File: src/rtl/zxuno_uart_serial_engine.sv
// 8N1 serial transceiver for the ZX-UNO UART: TX shifter, RX deserialiser and small RX FIFO.
// TX starts one cycle after txbegin in IDLE; RX bytes show up one cycle after the stop sample; full FIFO drops new bytes.
module zxuno_uart_serial_engine #(
  parameter int CLK_HZ  = 28000000,
  parameter int BAUD    = 115200,
  parameter int FIFO_AW = 2
) (
  input  logic       clk,
  input  logic       rst,
  input  logic [7:0] txdata,
  input  logic       txbegin,
  output logic       txbusy,
  output logic [7:0] rxdata,
  output logic       rx_avail,
  input  logic       data_read,
  output logic       rx_overrun,
  output logic       rx_frmerr,
  output logic       uart_tx,
  input  logic       uart_rx
);

  localparam int DIV   = (CLK_HZ + BAUD / 2) / BAUD;
  localparam int HALF  = DIV / 2;
  localparam int CW    = $clog2(DIV);
  localparam int DEPTH = 2 ** FIFO_AW;

  localparam logic [CW-1:0]    DIV_LAST  = CW'(DIV - 1);
  localparam logic [CW-1:0]    HALF_LAST = CW'(HALF - 1);
  localparam logic [FIFO_AW:0] FULL_CNT  = (FIFO_AW + 1)'(DEPTH);

  typedef enum logic [1:0] {
    ST_IDLE,
    ST_START,
    ST_DATA,
    ST_STOP
  } ser_state_t;

  // ---------------------------------------------------------------- TX
  ser_state_t    tx_state, tx_state_d;
  logic [CW-1:0] tx_cnt, tx_cnt_d;
  logic [2:0]    tx_bit, tx_bit_d;
  logic [7:0]    tx_sh, tx_sh_d;
  logic          tx_line_d;
  logic          tx_end;

  assign tx_end = (tx_cnt == DIV_LAST);

  always_comb begin
    tx_state_d = tx_state;
    tx_cnt_d   = tx_cnt;
    tx_bit_d   = tx_bit;
    tx_sh_d    = tx_sh;
    case (tx_state)
      ST_IDLE: begin
        if (txbegin) begin
          tx_state_d = ST_START;
          tx_cnt_d   = '0;
          tx_sh_d    = txdata;
        end
      end
      ST_START: begin
        if (tx_end) begin
          tx_state_d = ST_DATA;
          tx_cnt_d   = '0;
          tx_bit_d   = 3'd0;
        end else begin
          tx_cnt_d = tx_cnt + 1'b1;
        end
      end
      ST_DATA: begin
        if (tx_end) begin
          tx_cnt_d = '0;
          if (tx_bit == 3'd7) begin
            tx_state_d = ST_STOP;
          end else begin
            tx_bit_d = tx_bit + 3'd1;
            tx_sh_d  = {1'b0, tx_sh[7:1]};
          end
        end else begin
          tx_cnt_d = tx_cnt + 1'b1;
        end
      end
      ST_STOP: begin
        if (tx_end) begin
          tx_cnt_d = '0;
          // A still-pending request chains straight into the next start bit
          if (txbegin) begin
            tx_state_d = ST_START;
            tx_sh_d    = txdata;
          end else begin
            tx_state_d = ST_IDLE;
          end
        end else begin
          tx_cnt_d = tx_cnt + 1'b1;
        end
      end
      default: tx_state_d = ST_IDLE;
    endcase

    tx_line_d = 1'b1;
    if (tx_state_d == ST_START) tx_line_d = 1'b0;
    else if (tx_state_d == ST_DATA) tx_line_d = tx_sh_d[0];
  end

  always_ff @(posedge clk) begin
    if (rst) begin
      tx_state <= ST_IDLE;
      tx_cnt   <= '0;
      tx_bit   <= 3'd0;
      tx_sh    <= 8'h00;
      uart_tx  <= 1'b1;
    end else begin
      tx_state <= tx_state_d;
      tx_cnt   <= tx_cnt_d;
      tx_bit   <= tx_bit_d;
      tx_sh    <= tx_sh_d;
      uart_tx  <= tx_line_d;
    end
  end

  assign txbusy = (tx_state != ST_IDLE);

  // ---------------------------------------------------------------- RX
  logic          rx_meta, rx_sync, rx_sync_q;
  logic          rx_fall;
  ser_state_t    rx_state, rx_state_d;
  logic [CW-1:0] rx_cnt, rx_cnt_d;
  logic [2:0]    rx_bit, rx_bit_d;
  logic [7:0]    rx_sh, rx_sh_d;
  logic          rx_push, rx_bad;
  logic          rx_end;

  assign rx_fall = rx_sync_q & ~rx_sync;
  assign rx_end  = (rx_cnt == DIV_LAST);

  always_comb begin
    rx_state_d = rx_state;
    rx_cnt_d   = rx_cnt;
    rx_bit_d   = rx_bit;
    rx_sh_d    = rx_sh;
    rx_push    = 1'b0;
    rx_bad     = 1'b0;
    case (rx_state)
      ST_IDLE: begin
        if (rx_fall) begin
          rx_state_d = ST_START;
          rx_cnt_d   = '0;
        end
      end
      ST_START: begin
        // Mid-start-bit check rejects short glitches
        if (rx_cnt == HALF_LAST) begin
          rx_cnt_d   = '0;
          rx_bit_d   = 3'd0;
          rx_state_d = rx_sync ? ST_IDLE : ST_DATA;
        end else begin
          rx_cnt_d = rx_cnt + 1'b1;
        end
      end
      ST_DATA: begin
        if (rx_end) begin
          rx_cnt_d = '0;
          rx_sh_d  = {rx_sync, rx_sh[7:1]};
          if (rx_bit == 3'd7) rx_state_d = ST_STOP;
          else rx_bit_d = rx_bit + 3'd1;
        end else begin
          rx_cnt_d = rx_cnt + 1'b1;
        end
      end
      ST_STOP: begin
        if (rx_end) begin
          rx_cnt_d   = '0;
          rx_state_d = ST_IDLE;
          rx_push    = rx_sync;
          rx_bad     = ~rx_sync;
        end else begin
          rx_cnt_d = rx_cnt + 1'b1;
        end
      end
      default: rx_state_d = ST_IDLE;
    endcase
  end

  always_ff @(posedge clk) begin
    if (rst) begin
      rx_meta   <= 1'b1;
      rx_sync   <= 1'b1;
      rx_sync_q <= 1'b1;
      rx_state  <= ST_IDLE;
      rx_cnt    <= '0;
      rx_bit    <= 3'd0;
      rx_sh     <= 8'h00;
      rx_frmerr <= 1'b0;
    end else begin
      rx_meta   <= uart_rx;
      rx_sync   <= rx_meta;
      rx_sync_q <= rx_sync;
      rx_state  <= rx_state_d;
      rx_cnt    <= rx_cnt_d;
      rx_bit    <= rx_bit_d;
      rx_sh     <= rx_sh_d;
      rx_frmerr <= rx_bad;
    end
  end

  // ---------------------------------------------------------------- RX FIFO
  logic [7:0]         mem [DEPTH];
  logic [FIFO_AW-1:0] wr_ptr, rd_ptr;
  logic [FIFO_AW:0]   count;
  logic               data_read_q;
  logic               fifo_full, pop, wr_en;

  assign rx_avail  = (count != '0);
  assign fifo_full = (count == FULL_CNT);
  // The CPU read cycle ends on the falling edge of data_read
  assign pop       = data_read_q & ~data_read & rx_avail;
  assign wr_en     = rx_push & (~fifo_full | pop);
  assign rxdata    = rx_avail ? mem[rd_ptr] : 8'h00;

  always_ff @(posedge clk) begin
    if (wr_en) mem[wr_ptr] <= rx_sh;
  end

  always_ff @(posedge clk) begin
    if (rst) begin
      wr_ptr      <= '0;
      rd_ptr      <= '0;
      count       <= '0;
      data_read_q <= 1'b0;
      rx_overrun  <= 1'b0;
    end else begin
      data_read_q <= data_read;
      if (wr_en) wr_ptr <= wr_ptr + 1'b1;
      if (pop) rd_ptr <= rd_ptr + 1'b1;
      case ({wr_en, pop})
        2'b10:   count <= count + 1'b1;
        2'b01:   count <= count - 1'b1;
        default: count <= count;
      endcase
      if (pop) rx_overrun <= 1'b0;
      else if (rx_push && fifo_full) rx_overrun <= 1'b1;
    end
  end

endmodule

File: config.mk
export PLATFORM = sky130hd
export DESIGN_NAME = zxuno_uart_serial_engine
export DESIGN_NICKNAME = d
export VERILOG_FILES = /design/src/rtl/zxuno_uart_serial_engine.sv
export SDC_FILE = /design/constraint.sdc
export NUM_CORES = 1
export LEC_CHECK = 0
export CAP_MARGIN = 5
export CORE_MARGIN = 1.5
export CORE_UTILIZATION = 53
export DETAILED_ROUTE_END_ITERATION = 7
export HOLD_SLACK_MARGIN = 0.03
export MAX_ROUTING_LAYER = met4
export PLACE_DENSITY = 0.72
export REMOVE_ABC_BUFFERS = 1
export SLEW_MARGIN = 5
export SYNTH_ARGS = -nofsm -noshare
export SYNTH_HDL_FRONTEND = slang
export SYNTH_SLANG_ARGS = --single-unit
File: constraint.sdc
create_clock -name clk -period 2.02 [get_ports clk]
set_input_delay 0.303 -clock clk [delete_from_list [all_inputs] [get_ports clk]]
set_output_delay 0.303 -clock clk [all_outputs]
set_load 0.005 [all_outputs]
==> results.yml <==
grt:
  grt_pass1_vias: 2851
  grt_max_degree: 40
  grt_pass1_wl_mm: 13.1
  grt_usage_pct: 20.2
  grt_overflow: 0
  antenna_found_initial: 0
hold_path:
  hold_depth: 1
  hold_class: "reg2reg"
  hold_end: "rx_sync"
  hp-start: "rx_meta"
placed_design:
  gp_congestion: 0.844
  hpwl_mm: 5.19
  portBuffers: 25
  placed_cell_area_um2: 4700
floorplan:
  die_y_um: 91.1
  start_util_pct: 55.8
  rows: 31
  die_area_um2: 8290
  coreArea_um2: 7370
  io_pins: 26
  dieWidth_um: 91.1
synthesis:
  synth_edf_count: 32
  synthArstFlopShare_pct: 0
  syn_area_per_cell_um2: 10.5
  ys_seq_area_share_pct: 51.6
  ys_warn_count: 0
  synth_flop_cell: "dfxtp_1"
  ys_types: 52
  synth_seq_cells: 90
  netlist_area_um2: 4110
  syn_inst: 390
worst_setup_path:
  end_kind: "output port"
  slowest_stage: "mux4_2"
  r2r-end: "mem[0][6]"
  cp.required_ns: 1.72
  critical-path-max-stage-delay_ns: 0.49
  regToRegStartpoint: "rx_cnt[0]"
  rr_worst_depth: 7
  criticalPathCategory: "reg2out"
  crit_path_max_fanout: 7
  crit_arrival_ns: 1.67
  crit_chain: "buf_12 -> buf_6 -> mux4_2 -> nor2b_4 -> buf_2"
  critPathLaunchType: "flip-flop"
  ff2ff_setup_slack_ns: 0.08
pwr:
  peakVddDrop_v: 0.000410
  power_switching_mw: 0.805
  p_comb_share_pct: 5.4
  cellLeakagePower_nw: 1.85
  clkPwrFrac_pct: 40.1
  switching_share_pct: 23.0
  pwr_density_cell_nw_per_um2: 696
  p_seq_share_pct: 54.5
  power.internal_mw: 2.70
clocking:
  root_buffer: "clkbuf_8"
  cts_buffers: 9
  path_clk_slew_ns: 0.10
  cts_max_path_buffers: 2
  ctsHoldBuffers: 0
  clock_latency_ns: 0.36
  cts_tree: "yes"
  cts_sinks: 90
  h-tree-depth: 3
finish:
  area_growth_pct: 22.4
  fin_area_um2: 5030
  layout_commonest_cell: "dfxtp_1"
  drive_gt1_share_pct: 24.3
  multi_input_area_um2: 1880
  nets: 478
  layout_common_cells: "54 x dfxtp_1, 47 x nor2_1, 32 x edfxtp_1, 31 x buf_4, 25 x nand2_1"
  num_antenna_cells: 0
  nFillCells: 570
  seq_area_um2: 2130
  final_util_pct: 68.3
route:
  first_pass_iters: 4
  wl_mm: 7.76
  drt-initial-drc-count: 135
  drc_errors: 0
  wl_per_cell_um: 14.0
  ant_nets: 0
  vias: 3023
  avgViaCountPerCell: 5.45
sta:
  fmax_mhz: 506
  worst_pin_slew_ns: 0.725
  rsz0062_at_grt: "yes"
  min_period_ns: 1.98
  hold_viol: 0
  fin_skew_ns: 0.0142
  max_slew_margin_pct: 51.7
  fin_tns_setup_ns: 0
  post-route-period-util_pct: 97.9
  setup_viol: 0
  drv_slew: 0
status:
  status: "completed"
job:
  maxCapViolations: 0
==> power by group through the flow <==
| stage | sequential [mW] | clock (mW) | combinational [mW] |
|---|---|---|---|
| final | 1.91 | 1.40 | 0.189 |
| after global routing | 1.91 | 1.49 | 0.213 |
| after CTS | 1.91 | 1.43 | 0.184 |
| after detailed placement | 1.95 | 0 | 0.183 |
| after global placement | 1.95 | 0 | 0.178 |
| after floorplan | 1.94 | 0 | 0.0964 |
==> cells by family (layout without fill, tap and decap cells) <==
| group | Yosys count | in the layout | share of synthesized area (%) |
|---|---|---|---|
| DFF | 90 | 90 | 51.6 |
| AOI/OAI and AO/OA | 72 | 72 | 12.0 |
| buffers and inverters | 39 | 105 | 3.74 |
| muxes | 24 | 24 | 8.37 |
| xor gates and xnor gates | 4 | 4 | 0.852 |
| adders and majority gates | 14 | 14 | 4.44 |
| and+or+nand+nor | 147 | 147 | 19.0 |
==> cell type report <==
class	instances	share of cell area (%)
Sequential cell	90	42.3
Multi-Input combinational cell	261	37.3
Timing Repair Buffer	65	11.6
Clock buffer	9	2.46
Tap cell	99	2.46
Clock inverter	7	2.11
Inverter	24	1.79
==> worst max-delay path: cells and delay by family, from the launching register on <==
family / cells / cell delay (ns)
flops: 1 / 0.35
buf+inv: 3 / 0.33
mux: 1 / 0.49
simple gates: 1 / 0.14
==> synth_stat cells (2+ instances only) <==
master    count  share of area [%]
dfxtp_1      58                 28
nor2_1       48                4.4
edfxtp_1     32                 23
nand2_1      26                2.4
a21oi_1      24                2.9
inv_1        24                2.2
nand3_1      19                2.3
ha_1         13                4.0
mux2i_1      13                3.2
clkbuf_1     11                1.0
o21ai_0      11                1.3
nor2b_1      10                1.5
a31oi_1       9                1.4
mux4_2        8                4.4
o221a_2       6                1.6
and3_1        5               0.76
nand3b_1      5               0.91
nor3_1        5               0.61
a211oi_1      4               0.73
a22oi_1       4               0.73
and2_1        4               0.61
a311oi_1      3               0.64
mux2_2        3               0.82
nand2b_1      3               0.46
nand4_1       3               0.46
nor4_1        3               0.46
or2_2         3               0.46
or3_1         3               0.46
xnor2_1       3               0.64
buf_2         2               0.24
nor3_2        2               0.49
o21ai_1       2               0.24
o21bai_1      2               0.37
==> state kept, by name (all words and copies together), names as in the netlist, 3 cells and up, named ones only <==
register  cells
count         3
mem          32
rx_bit        3
rx_cnt        8
rx_sh         8
tx_bit        3
tx_cnt        8
tx_sh         8
==> worst max path at each step <==
stage	startpoint	endpoint	slack, ns	depth (start not counted)
after CTS	flip-flop	rxdata[3]	-0.05	5
after global routing	flip-flop	rxdata[5]	-0.04	5
after detailed placement	data_read	count[2]	-0.19	8
after global placement	data_read	count[2]	-0.11	8
final	flip-flop	rxdata[5]	0.04	5
after floorplan	count[0]	count[1]	-0.03	6
==> routing by layer <==
| layer | vias to the layer above | GRT usage, % | share of wire, % |
|---|---|---|---|
| met5 | - | - | 0 |
| met4 | 0 | 7.29 | 0.73 |
| met3 | 5 | 4.27 | 3.4 |
| met2 | 45 | 31.8 | 49 |
| met1 | 1444 | 25.9 | 47 |
| li1 | 1529 | - | - |
==> stage by stage <==
| stage | setup slack (ns) | cells | hold slack (ns) | power [mW] |
|---|---|---|---|---|
| after CTS | -0.0501 | 550 | 0.416 | 3.52 |
| after floorplan | -0.0339 | 375 | 0.372 | 2.04 |
| final | 0.0431 | 555 | 0.415 | 3.50 |
| after global routing | -0.0400 | 555 | 0.454 | 3.62 |
| after detailed placement | -0.187 | 528 | 0.395 | 2.13 |
| after global placement | -0.107 | 528 | 0.397 | 2.13 |
==> repair_timing <==
| item | in CTS | in global routing |
|---|---|---|
| endpoints found under the setup margin | 10 | 49 |
| buffers inserted | 6 | 5 |
| resized for setup | 30 | 20 |
| pin swaps | 0 | 2 |
No activity file was read; power rests on OpenSTA's default activity.
